[src/rtl/threshold_applier_pkg.sv]
// Shared types and constants for the threshold update path and the pixel binariser.
// Imported by the interface, the sanitiser and the top level.
package threshold_applier_pkg;

    typedef logic [7:0] threshold_t;

    typedef enum logic {
        IDLE    = 1'b0,
        PENDING = 1'b1
    } state_t;

    // Button block steps by THRESH_STEP; a jump larger than WRAP_LIMIT means its 8-bit counter wrapped.
    localparam int THRESH_STEP = 5;
    localparam int WRAP_LIMIT  = 128;

    function automatic threshold_t clamp_thresh(input threshold_t value,
                                                input threshold_t lo,
                                                input threshold_t hi);
        threshold_t result;
        result = value;
        if (value < lo) result = lo;
        if (value > hi) result = hi;
        return result;
    endfunction

endpackage

[src/rtl/threshold_applier_if.sv]
// Update strobe, pixel stream and binarised output bundled between a source (master) and the applier (slave).
// Signal names match the block's port names so both sides read the same.
interface threshold_applier_if;
    import threshold_applier_pkg::*;

    threshold_t threshold_in;
    logic       threshold_valid_in;
    logic [7:0] pixel_in;
    logic       pixel_valid_in;
    logic       frame_start_in;

    threshold_t threshold_latest_out;
    threshold_t threshold_active_out;
    logic       threshold_pending_out;
    logic [7:0] update_count_out;
    logic       pixel_bit_out;
    logic       pixel_valid_out;
    logic       frame_start_out;

    modport master (
        output threshold_in, threshold_valid_in, pixel_in, pixel_valid_in, frame_start_in,
        input  threshold_latest_out, threshold_active_out, threshold_pending_out,
               update_count_out, pixel_bit_out, pixel_valid_out, frame_start_out
    );

    modport slave (
        input  threshold_in, threshold_valid_in, pixel_in, pixel_valid_in, frame_start_in,
        output threshold_latest_out, threshold_active_out, threshold_pending_out,
               update_count_out, pixel_bit_out, pixel_valid_out, frame_start_out
    );

endinterface

[src/rtl/threshold_applier_sanitiser.sv]
// Combinational clean-up of a proposed threshold: undoes 8-bit wrap-around of the button
// counter relative to the current reference, then clamps into [MIN_THRESH, MAX_THRESH].
module threshold_sanitiser
    import threshold_applier_pkg::*;
#(
    parameter int MIN_THRESH = 5,
    parameter int MAX_THRESH = 250
) (
    input  threshold_t i_value,
    input  threshold_t i_ref,
    output threshold_t o_value
);

    localparam threshold_t MIN_T = threshold_t'(MIN_THRESH);
    localparam threshold_t MAX_T = threshold_t'(MAX_THRESH);

    logic signed [8:0] w_diff;

    assign w_diff = $signed({1'b0, i_value}) - $signed({1'b0, i_ref});

    always_comb begin
        o_value = clamp_thresh(i_value, MIN_T, MAX_T);
        // A huge negative jump is an increment that rolled past 255, and vice versa.
        if (w_diff < -WRAP_LIMIT) begin
            o_value = MAX_T;
        end else if (w_diff > WRAP_LIMIT) begin
            o_value = MIN_T;
        end
    end

endmodule

[src/rtl/threshold_applier.sv]
// Applies sanitised threshold updates at frame boundaries (shadow/active pair) and
// binarises the pixel stream against the applied threshold in a 2-stage pipeline.
module threshold_applier
    import threshold_applier_pkg::*;
#(
    parameter int DEFAULT_THRESH = 128,
    parameter int MIN_THRESH     = 5,
    parameter int MAX_THRESH     = 250
) (
    input  logic                clk_in,
    input  logic                rst_in,
    threshold_applier_if.slave  bus
);

    localparam threshold_t DEFAULT_T = threshold_t'(DEFAULT_THRESH);

    state_t     r_state;
    threshold_t r_active;
    threshold_t r_shadow;
    logic [7:0] r_count;

    logic [7:0] r_s1_pixel;
    threshold_t r_s1_thr;
    logic       r_s1_valid;
    logic       r_s1_frame;
    logic       r_s2_bit;
    logic       r_s2_valid;
    logic       r_s2_frame;

    logic       w_pending;
    logic       w_frame_start;
    logic       w_commit;
    threshold_t w_ref;
    threshold_t w_sanitised;

    assign w_pending     = (r_state == PENDING);
    assign w_frame_start = bus.frame_start_in && bus.pixel_valid_in;
    assign w_commit      = w_frame_start && w_pending;
    assign w_ref         = w_pending ? r_shadow : r_active;

    threshold_sanitiser #(
        .MIN_THRESH (MIN_THRESH),
        .MAX_THRESH (MAX_THRESH)
    ) u_sanitiser (
        .i_value (bus.threshold_in),
        .i_ref   (w_ref),
        .o_value (w_sanitised)
    );

    // Update FSM: a strobe coinciding with a commit commits the old shadow and stays pending with the new one.
    always_ff @(posedge clk_in or posedge rst_in) begin
        if (rst_in) begin
            r_state  <= IDLE;
            r_active <= DEFAULT_T;
            r_shadow <= DEFAULT_T;
            r_count  <= 8'd0;
        end else begin
            if (w_commit) begin
                r_active <= r_shadow;
            end
            case (r_state)
                IDLE: begin
                    if (bus.threshold_valid_in) begin
                        r_state <= PENDING;
                    end
                end
                PENDING: begin
                    if (w_commit && !bus.threshold_valid_in) begin
                        r_state <= IDLE;
                    end
                end
                default: r_state <= IDLE;
            endcase
            if (bus.threshold_valid_in) begin
                r_shadow <= w_sanitised;
                if (r_count != 8'hFF) begin
                    r_count <= r_count + 8'd1;
                end
            end
        end
    end

    // The frame-start pixel that commits is already compared against the newly committed value.
    always_ff @(posedge clk_in or posedge rst_in) begin
        if (rst_in) begin
            r_s1_pixel <= 8'd0;
            r_s1_thr   <= DEFAULT_T;
            r_s1_valid <= 1'b0;
            r_s1_frame <= 1'b0;
            r_s2_bit   <= 1'b0;
            r_s2_valid <= 1'b0;
            r_s2_frame <= 1'b0;
        end else begin
            r_s1_pixel <= bus.pixel_in;
            r_s1_thr   <= w_commit ? r_shadow : r_active;
            r_s1_valid <= bus.pixel_valid_in;
            r_s1_frame <= w_frame_start;
            r_s2_bit   <= r_s1_valid && (r_s1_pixel >= r_s1_thr);
            r_s2_valid <= r_s1_valid;
            r_s2_frame <= r_s1_frame;
        end
    end

    assign bus.threshold_latest_out  = w_ref;
    assign bus.threshold_active_out  = r_active;
    assign bus.threshold_pending_out = w_pending;
    assign bus.update_count_out      = r_count;
    assign bus.pixel_bit_out         = r_s2_bit;
    assign bus.pixel_valid_out       = r_s2_valid;
    assign bus.frame_start_out       = r_s2_frame;

endmodule
[src/flat_wrapper.sv]
// flat-port wrapper written by rule: the top's interface ports become plain ports
module threshold_applier_flat import threshold_applier_pkg::*;
#(
    parameter int DEFAULT_THRESH = 128,
    parameter int MIN_THRESH     = 5,
    parameter int MAX_THRESH     = 250
)
  (clk_in, rst_in, bus_threshold_in, bus_threshold_valid_in, bus_pixel_in, bus_pixel_valid_in, bus_frame_start_in, bus_threshold_latest_out, bus_threshold_active_out, bus_threshold_pending_out, bus_update_count_out, bus_pixel_bit_out, bus_pixel_valid_out, bus_frame_start_out);
  threshold_applier_if bus_i ();
  input  logic clk_in;
  input  logic rst_in;
  input wire logic [$bits(bus_i.threshold_in)-1:0] bus_threshold_in;
  input wire logic [$bits(bus_i.threshold_valid_in)-1:0] bus_threshold_valid_in;
  input wire logic [$bits(bus_i.pixel_in)-1:0] bus_pixel_in;
  input wire logic [$bits(bus_i.pixel_valid_in)-1:0] bus_pixel_valid_in;
  input wire logic [$bits(bus_i.frame_start_in)-1:0] bus_frame_start_in;
  output wire logic [$bits(bus_i.threshold_latest_out)-1:0] bus_threshold_latest_out;
  output wire logic [$bits(bus_i.threshold_active_out)-1:0] bus_threshold_active_out;
  output wire logic [$bits(bus_i.threshold_pending_out)-1:0] bus_threshold_pending_out;
  output wire logic [$bits(bus_i.update_count_out)-1:0] bus_update_count_out;
  output wire logic [$bits(bus_i.pixel_bit_out)-1:0] bus_pixel_bit_out;
  output wire logic [$bits(bus_i.pixel_valid_out)-1:0] bus_pixel_valid_out;
  output wire logic [$bits(bus_i.frame_start_out)-1:0] bus_frame_start_out;
  assign bus_i.threshold_in = bus_threshold_in;
  assign bus_i.threshold_valid_in = bus_threshold_valid_in;
  assign bus_i.pixel_in = bus_pixel_in;
  assign bus_i.pixel_valid_in = bus_pixel_valid_in;
  assign bus_i.frame_start_in = bus_frame_start_in;
  assign bus_threshold_latest_out = bus_i.threshold_latest_out;
  assign bus_threshold_active_out = bus_i.threshold_active_out;
  assign bus_threshold_pending_out = bus_i.threshold_pending_out;
  assign bus_update_count_out = bus_i.update_count_out;
  assign bus_pixel_bit_out = bus_i.pixel_bit_out;
  assign bus_pixel_valid_out = bus_i.pixel_valid_out;
  assign bus_frame_start_out = bus_i.frame_start_out;
  threshold_applier #(.DEFAULT_THRESH(DEFAULT_THRESH), .MIN_THRESH(MIN_THRESH), .MAX_THRESH(MAX_THRESH)) u_core (.clk_in(clk_in), .rst_in(rst_in), .bus(bus_i));
endmodule
[config.mk]
export PLATFORM = sky130hd
export DESIGN_NAME = threshold_applier_flat
export DESIGN_NICKNAME = d
export VERILOG_FILES = /design/src/rtl/threshold_applier_pkg.sv /design/src/rtl/threshold_applier_if.sv /design/src/rtl/threshold_applier_sanitiser.sv /design/src/rtl/threshold_applier.sv /design/src/flat_wrapper.sv
export SDC_FILE = /design/constraint.sdc
export NUM_CORES = 1
export LEC_CHECK = 0
export CORE_ASPECT_RATIO = 1.5
export CORE_MARGIN = 2
export CORE_UTILIZATION = 45
export DETAILED_ROUTE_END_ITERATION = 7
export PLACE_DENSITY = 0.83
export SLEW_MARGIN = 20
export SYNTH_ARGS = -nofsm -noshare
export SYNTH_HDL_FRONTEND = slang
export SYNTH_SLANG_ARGS = --single-unit
[constraint.sdc]
create_clock -name clk_in -period 3.05 [get_ports clk_in]
set_input_delay 0.61 -clock clk_in [delete_from_list [all_inputs] [get_ports clk_in]]
set_output_delay 0.61 -clock clk_in [all_outputs]
set_load 0.05 [all_outputs]
# Yosys cells after proc, flatten, opt, wreduce, memory -nomap -nowiden
# Cells that the tools add are included.
# Widths: inputs -> output; s select.
# op_classes
add_sub_neg	2
n_lt_le_gt_ge	5
eq_ne	1
mux	8
bitwise_logic	1
reduce_logical	6
# op_table
op	count
$mux 8	5
$gt 9x9->1 const B	1
$lt 9x8->1 const B	1
$sub 8x8->9	1
$add 8x1->8 const B	1
$ge 8x8->1	1
$gt 8x8->1 const B	1
$lt 8x3->1 const B	1
$ne 8x8->1 const B	1
$logic_and 1x1->1	4
$mux 1	2
$pmux 1 s2	1
$reduce_and 2->1	1
$logic_not 1->1	1
$not 1->1	1
# word_totals
reg_bits	38
input_bits	21
out_inout_bits	28
elab_cells	33

# Longest topological paths before layout
# Gate-level depths: netlist of the first run.
# depth
depth_word	5
ltp_mapped	11
ltp_nobuf	10

# By module
# From an unflattened synthesis of the first run, not the netlist that was laid out.
# hier_totals
cells_unflattened	214
hier_area_um2	2169.6
# by_module_without_submodules
mod	n_inst	cells_per_inst	area_per_inst_um2	seq_area_each_um2
threshold_applier	1	134	1620.3	953.4
threshold_sanitiser	1	80	549.3	0.0

# Worst setup path after synthesis of the first run
# OpenSTA, ideal clock, no wires.
# synth_path
path_type	register to register
from	reg u_core.r_state (netlist: u_core.bus.threshold_pending_out)
to	reg u_core.r_shadow[0]
setup_ns	0.147
t_arrival_ns	3.408
t_required_ns	2.903
path_slack_ns	-0.505
path_stages_with_launch	12
n_path_buf	2
period_less_slack_ns	3.555
cell_sequence	dfrtp_1 clkbuf_1 clkbuf_1 o21a_1 inv_1 fa_1 nand2b_1 a21oi_1 nor4_1 or4_4 o2111ai_4 o221ai_1
# synth_between
elab_chain_len	5
elab_cells_between_ends	6
classes_between	add/sub: 1; order compare: 2; mux: 3
# synth_lines
item	line	rtl
from (decl)	threshold_applier.sv:17	state_t r_state;
from (signal assigned)	threshold_applier.sv:53	r_state <= IDLE;
from (signal assigned)	threshold_applier.sv:64	r_state <= PENDING;
from (signal assigned)	threshold_applier.sv:69	r_state <= IDLE;
$mux 8 (*)	threshold_applier.sv:39	assign w_ref = w_pending ? r_shadow : r_active;
net bus_threshold_latest_out[1]	flat_wrapper.sv:17	output wire logic [$bits(bus_i.threshold_latest_out)-1:0] bus_threshold_latest_out;
$sub 8x8->9 (*)	threshold_applier_sanitiser.sv:19	assign w_diff = $signed({1'b0, i_value}) - $signed({1'b0, i_ref});
$gt 9x9->1	threshold_applier_sanitiser.sv:26	end else if (w_diff > WRAP_LIMIT) begin
$mux 8	threshold_applier_sanitiser.sv:26	
$mux 8 (*)	threshold_applier_sanitiser.sv:24	if (w_diff < -WRAP_LIMIT) begin
to (signal assigned)	threshold_applier.sv:75	r_shadow <= w_sanitised;
to (decl)	threshold_applier.sv:19	threshold_t r_shadow;
# The timed path passes the listed nets; every way through them passes the cells marked *.
# A chain may end at the register's enable or synchronous reset.

# Worst setup path after layout of the first run
# layout_path
from	in bus_threshold_in[0]
to	reg u_core.r_shadow[0]
# layout_between
elab_chain_len	5
elab_cells_between_ends	9
classes_between	add/sub: 1; order compare: 4; mux: 4
# layout_lines
item	line	rtl
from (decl)	flat_wrapper.sv:12	input wire logic [$bits(bus_i.threshold_in)-1:0] bus_threshold_in;
parallel branches: the longest is 4 deep, another holds $sub 8x8->9	-	
$mux 8 (*)	threshold_applier_sanitiser.sv:24	
# Mark *: on every way between the ends.

==> results.json, run 1 <==
{
  "ios": 49,
  "wirelength_um": 4410,
  "cap_viol_max_count": 0,
  "grt_first_pass_wirelength_um": 7330,
  "hold_viol_final": 0,
  "end_kind": "register",
  "fin_skew_ns": 0.00692,
  "coreArea_um2": 4500,
  "critPathKind": "in2reg",
  "fin_crit_ns": 2.94,
  "cts-root-buf": "clkbuf_8",
  "dieArea_um2": 5230,
  "drtIter0Drc": 33,
  "ys_top_cells_by_count": "36 x dfrtp_1, 24 x inv_1, 18 x nand2_1, 17 x ha_1, 12 x nor2_1",
  "syn_avg_cell_area_um2": 10.4,
  "hold_buffers": 0,
  "io_buffers": 48,
  "worstPathMaxFanout": 8,
  "start_util_pct": 46.6,
  "synth_area_leaders": "dfrtp_1 43%, ha_1 10%, inv_1 4.3%",
  "antennaDiodeCount": 0,
  "drc": 0,
  "rsz0062_at_grt": "yes",
  "final_nets": 307,
  "n_fill_cell": 357,
  "yosysWarnings": 0,
  "final_cell_area_um2": 2860,
  "finalSetupViolations": 0,
  "whs_ns": 0.357,
  "relSlewSlack_pct": 55.9,
  "wire_per_inst_um": 13.9,
  "status": "completed",
  "grt_max_degree": 39,
  "synth.cell_area_um2": 2100,
  "cp_slowest_stage_delay_ns": 0.53,
  "cts_buffer_depth": 2,
  "hpwl_um": 3560,
  "synth-edff-count": 0,
  "worst_pin_slew_ns": 0.651,
  "multi_input_area_um2": 1060,
  "synthArstFlopShare_pct": 100,
  "fmax_ghz": 0.340,
  "numCtsBuffers": 5,
  "cp.arrival_ns": 3.09,
  "layout-drive-gt1-share_pct": 16.4,
  "h-tree-depth": 2,
  "place_area_um2": 2760,
  "ant_nets": 0,
  "clock-sinks": 38,
  "die_h_um": 87.6,
  "tritoncts": "yes",
  "clkTransAtPathRegs_ns": 0.08,
  "seq_area_um2": 955,
  "setup_tns_ns": 0,
  "synth_fp_nets": 240,
  "place.gp.congestion": 0.850,
  "area_growth_pct": 36.4,
  "period_share_pct": 96.5,
  "min_path_type": "reg2reg",
  "crit_path_top_delay_cell": "or4_4",
  "setup_ws_ns": 0.108,
  "die_w_um": 59.7,
  "power.total_uw": 3050,
  "via_per_inst": 5.31,
  "clk_latency_ns": 0.29,
  "powerDensity_nw_per_um2": 1070,
  "yosysUniqueCellTypes": 39,
  "p_leak_uw": 0.00131,
  "crit_chain": "clkdlybuf4s50_1, inv_1, ha_1, fa_2, nand2b_4, a21oi_2, nor4_1, or4_4, o2111ai_4, o221ai_1",
  "drv_slew": 0,
  "rows": 30,
  "critPathRequiredTime_ns": 3.20,
  "yosysSeqAreaShare_pct": 45.5,
  "antenna_found_initial": 0,
  "synthesis.instances": 201,
  "yosysTopAreaCellShare_pct": 43.0,
  "grt_pass1_vias": 1641,
  "synth_top_flop_cell": "dfrtp_1",
  "overflow": 0,
  "vias": 1684,
  "yosysTopAreaCell": "dfrtp_1",
  "drt_pass1_iterations": 4,
  "synth_most_common_cell": "dfrtp_1",
  "pre_cts_slack_ns": -0.182,
  "grt_usage_pct": 18.5,
  "synth-seq-cells": 38,
  "post_cts_buffers": 0,
  "startpoint_type": "input pin",
  "vdd_drop_max_v": 0.000517
}
[state kept, by name (all words and copies together) (netlist names)]
register,flops
u_core.bus.update_count_out,8
u_core.bus.pixel_valid_out,1
u_core.r_s1_frame,1
u_core.r_s1_valid,1
u_core.r_shadow,8
u_core.bus.pixel_bit_out,1
u_core.bus.threshold_active_out,8
u_core.r_s1_pixel,8
u_core.bus.frame_start_out,1
u_core.bus.threshold_pending_out,1
[power breakdown]
group	total, µW	switching, µW	internal [µW]	leakage (µW)
Clock	355	174	181	0.0000472
Combinational	1870	1130	735	0.000823
Sequential	827	146	681	0.000443
Total	3050	1450	1600	0.00131
[critical path: cells and delay by family]
family	cells	cell delay [ns]
compound gates	3	0.62
fa+ha+maj	2	0.57
buf+inv	2	0.54
simple gates	3	0.75
[through the flow]
step | utilization, % | instances
finish | 63.5 | 317
global route | 63.5 | 317
CTS | 63.4 | 317
detailed placement | 61.3 | 309
global placement | 61.3 | 309
floorplan | - | 201
[per-layer routing]
layer | share of wire, % | vias to the layer above | track usage (%)
li1 | - | 852 | -
met1 | 42 | 799 | 22.4
met2 | 54 | 27 | 32.3
met3 | 2.3 | 6 | 2.22
met4 | 1.9 | 0 | 7.88
met5 | 0 | - | 0
[final timing paths]
path	slack, ns	cells past startpoint	start	endpoint
setup / recovery	0.11	10	bus_threshold_in[0]	u_core.r_shadow[0]
hold / removal	0.36	0	u_core.r_s1_frame	u_core.bus.frame_start_out
setup reg to reg	0.19	9	u_core.bus.threshold_pending_out	u_core.r_shadow[0]
hold reg to reg	0.36	0	u_core.r_s1_frame	u_core.bus.frame_start_out
max in group asynchronous	1.96	3	rst_in	u_core.r_shadow[7]
min in group asynchronous	0.72	3	rst_in	u_core.bus.update_count_out[5]
[cells in the final DEF (no fill, tap or decap), types with 8 or more instances in the layout]
master / n
o21a_1: 9
dfrtp_1: 35
buf_4: 15
clkdlybuf4s50_1: 48
nand2_1: 18
a21oi_1: 8
ha_1: 17
nor2_1: 12
inv_1: 23
[cell type report]
cell class                      count  area share (%)
Multi-Input combinational cell    135            37.1
Clock buffer                        6            2.89
Sequential cell                    38            33.4
Clock inverter                      2           0.437
Inverter                           25            3.41
Tap cell                           48            2.10
Timing Repair Buffer               63            20.7
[timing repair]
item / 4_1_cts / 5_1_grt
resized for setup: 0 / 1
endpoints found under the setup margin: 0 / 3
hold endpoints to repair: 0 / 0
[logic make-up (layout without fill, tap and decap cells)]
logic type	Yosys count	after routing	share of synthesized area [%]
AO/OA/AOI/OAI	49	49	18.7
multiplexers	8	8	4.30
XOR/XNOR	9	9	3.76
adder cells (fa/ha/maj)	18	18	11.1
buffers and inverters	28	96	5.01
flip-flops	38	38	45.5
AND/OR/NAND/NOR	51	51	11.6
No activity file was read; power rests on OpenSTA's default activity.
==> run 2: changes to the inputs <==
--- a/config.mk
+++ b/config.mk
@@ -9,7 +9,8 @@
 export CORE_MARGIN = 2
 export CORE_UTILIZATION = 45
 export DETAILED_ROUTE_END_ITERATION = 7
-export PLACE_DENSITY = 0.83
+export HOLD_SLACK_MARGIN = 0.03
+export PLACE_DENSITY = 0.76
 export SLEW_MARGIN = 20
 export SYNTH_ARGS = -nofsm -noshare
 export SYNTH_HDL_FRONTEND = slang
==> results.json, run 2 (synthesis results as in run 1) <==
{
  "post_cts_buffers": 0,
  "worstPathMaxFanout": 8,
  "hold_viol_final": 0,
  "dieArea_um2": 5230,
  "startpoint_type": "input pin",
  "p_leak_uw": 0.00132,
  "setup_ws_ns": 0.116,
  "numCtsBuffers": 5,
  "end_kind": "register",
  "critPathKind": "in2reg",
  "clk_latency_ns": 0.29,
  "dp.cells": 312,
  "grt_pass1_vias": 1689,
  "drtIter0Drc": 21,
  "layout-drive-gt1-share_pct": 15.8,
  "grt_first_pass_wirelength_um": 7580,
  "clock-sinks": 38,
  "fin_crit_ns": 2.93,
  "drv_slew": 0,
  "grt_max_degree": 39,
  "final_common_cell": "clkdlybuf4s50_1",
  "coreArea_um2": 4500,
  "via_per_inst": 5.31,
  "drc": 0,
  "post_cts_resize_count": 0,
  "ios": 49,
  "final_nets": 310,
  "pre_cts_slack_ns": -0.169,
  "wire_per_inst_um": 14.1,
  "grt_use_met1_pct": 23.6,
  "area_growth_pct": 36.9,
  "layout_common_cells": "48 x clkdlybuf4s50_1, 35 x dfrtp_1, 23 x inv_1",
  "fmax_ghz": 0.341,
  "io_buffers": 48,
  "final_cells": 320,
  "cts_buffer_depth": 2,
  "drt_pass1_iterations": 4,
  "cp.arrival_ns": 3.07,
  "place_area_um2": 2780,
  "powerDensity_nw_per_um2": 1060,
  "cts-root-buf": "clkbuf_8",
  "ant_nets": 0,
  "place.gp.congestion": 0.786,
  "wirelength_um": 4520,
  "grt_usage_pct": 19.1,
  "die_w_um": 59.7,
  "grt.busiest_layer": "met2",
  "hold_buffers": 0,
  "met3_usage_pct": 2.81,
  "antennaDiodeCount": 0,
  "start_util_pct": 46.6,
  "h-tree-depth": 2,
  "critPathRequiredTime_ns": 3.19,
  "hpwl_um": 3660,
  "rrSetupSlack_ns": 0.20,
  "status": "completed",
  "min_path_type": "reg2reg",
  "crit_path_top_delay_cell": "or4_4",
  "fin_skew_ns": 0.00868,
  "die_h_um": 87.6,
  "cap_viol_max_count": 0,
  "cp_slowest_stage_delay_ns": 0.53,
  "overflow": 0,
  "rsz0062_at_grt": "yes",
  "finalSetupViolations": 0,
  "relSlewSlack_pct": 55.8,
  "rows": 30,
  "vdd_drop_max_v": 0.000481,
  "use_met2_pct": 31.9,
  "whs_ns": 0.352,
  "crit_chain": "clkdlybuf4s50_1, inv_1, ha_1, fa_2, nand2b_4, a21oi_4, nor4_1, or4_4, o2111ai_4, o221ai_1",
  "period_share_pct": 96.2,
  "final_cell_area_um2": 2870,
  "clkTransAtPathRegs_ns": 0.07,
  "vias": 1699,
  "antenna_found_initial": 0,
  "tritoncts": "yes",
  "worst_pin_slew_ns": 0.653
}
run 2: power breakdown:
part	leakage, µW	switching (µW)	internal (µW)	total [µW]
registers	0.000443	146	681	827
logic	0.000839	1140	757	1900
clock network	0.0000395	161	162	323
run 2: cell type report:
cell class,instances,area (µm²)
Clock buffer,8,80.1
Fill cell,361,1630
Inverter,25,97.6
Multi-Input combinational cell,135,1060
Sequential cell,38,955
Tap cell,48,60.1
Timing Repair Buffer,66,616
run 2: final timing paths:
| kind | start | endpoint | depth (start not counted) |
|---|---|---|---|
| max in group asynchronous | rst_in | u_core.bus.threshold_active_out[7] | 3 |
| min | u_core.r_s1_frame | u_core.bus.frame_start_out | 0 |
| max | bus_threshold_in[0] | u_core.r_shadow[0] | 10 |
| min in group asynchronous | rst_in | u_core.bus.update_count_out[5] | 3 |
| max reg2reg | u_core.bus.threshold_pending_out | u_core.r_shadow[0] | 9 |
| min reg2reg | u_core.r_s1_frame | u_core.bus.frame_start_out | 0 |
run 2: critical path: cells and delay by family:
kind	cells	cell delay [ns]
compound gates	3	0.61
fa+ha+maj	2	0.55
buf+inv	2	0.53
simple gates	3	0.75
run 2: per-stage QoR:
step           setup TNS, ns  util [%]  power, µW
2_1_floorplan         -0.887         -       2120
3_5_place_dp           -1.08      61.8       2730
6_report                   0      63.7       3050
5_1_grt              -0.0284      63.7       3250
4_1_cts                    0      63.6       3060
3_3_place_gp          -0.644      61.8       2690
run 2: layer usage:
layer  share of wire, %  wire, µm
met3                3.3       147
met2                 51      2300
met1                 43      1940
met5                  0         0
met4                3.1       138
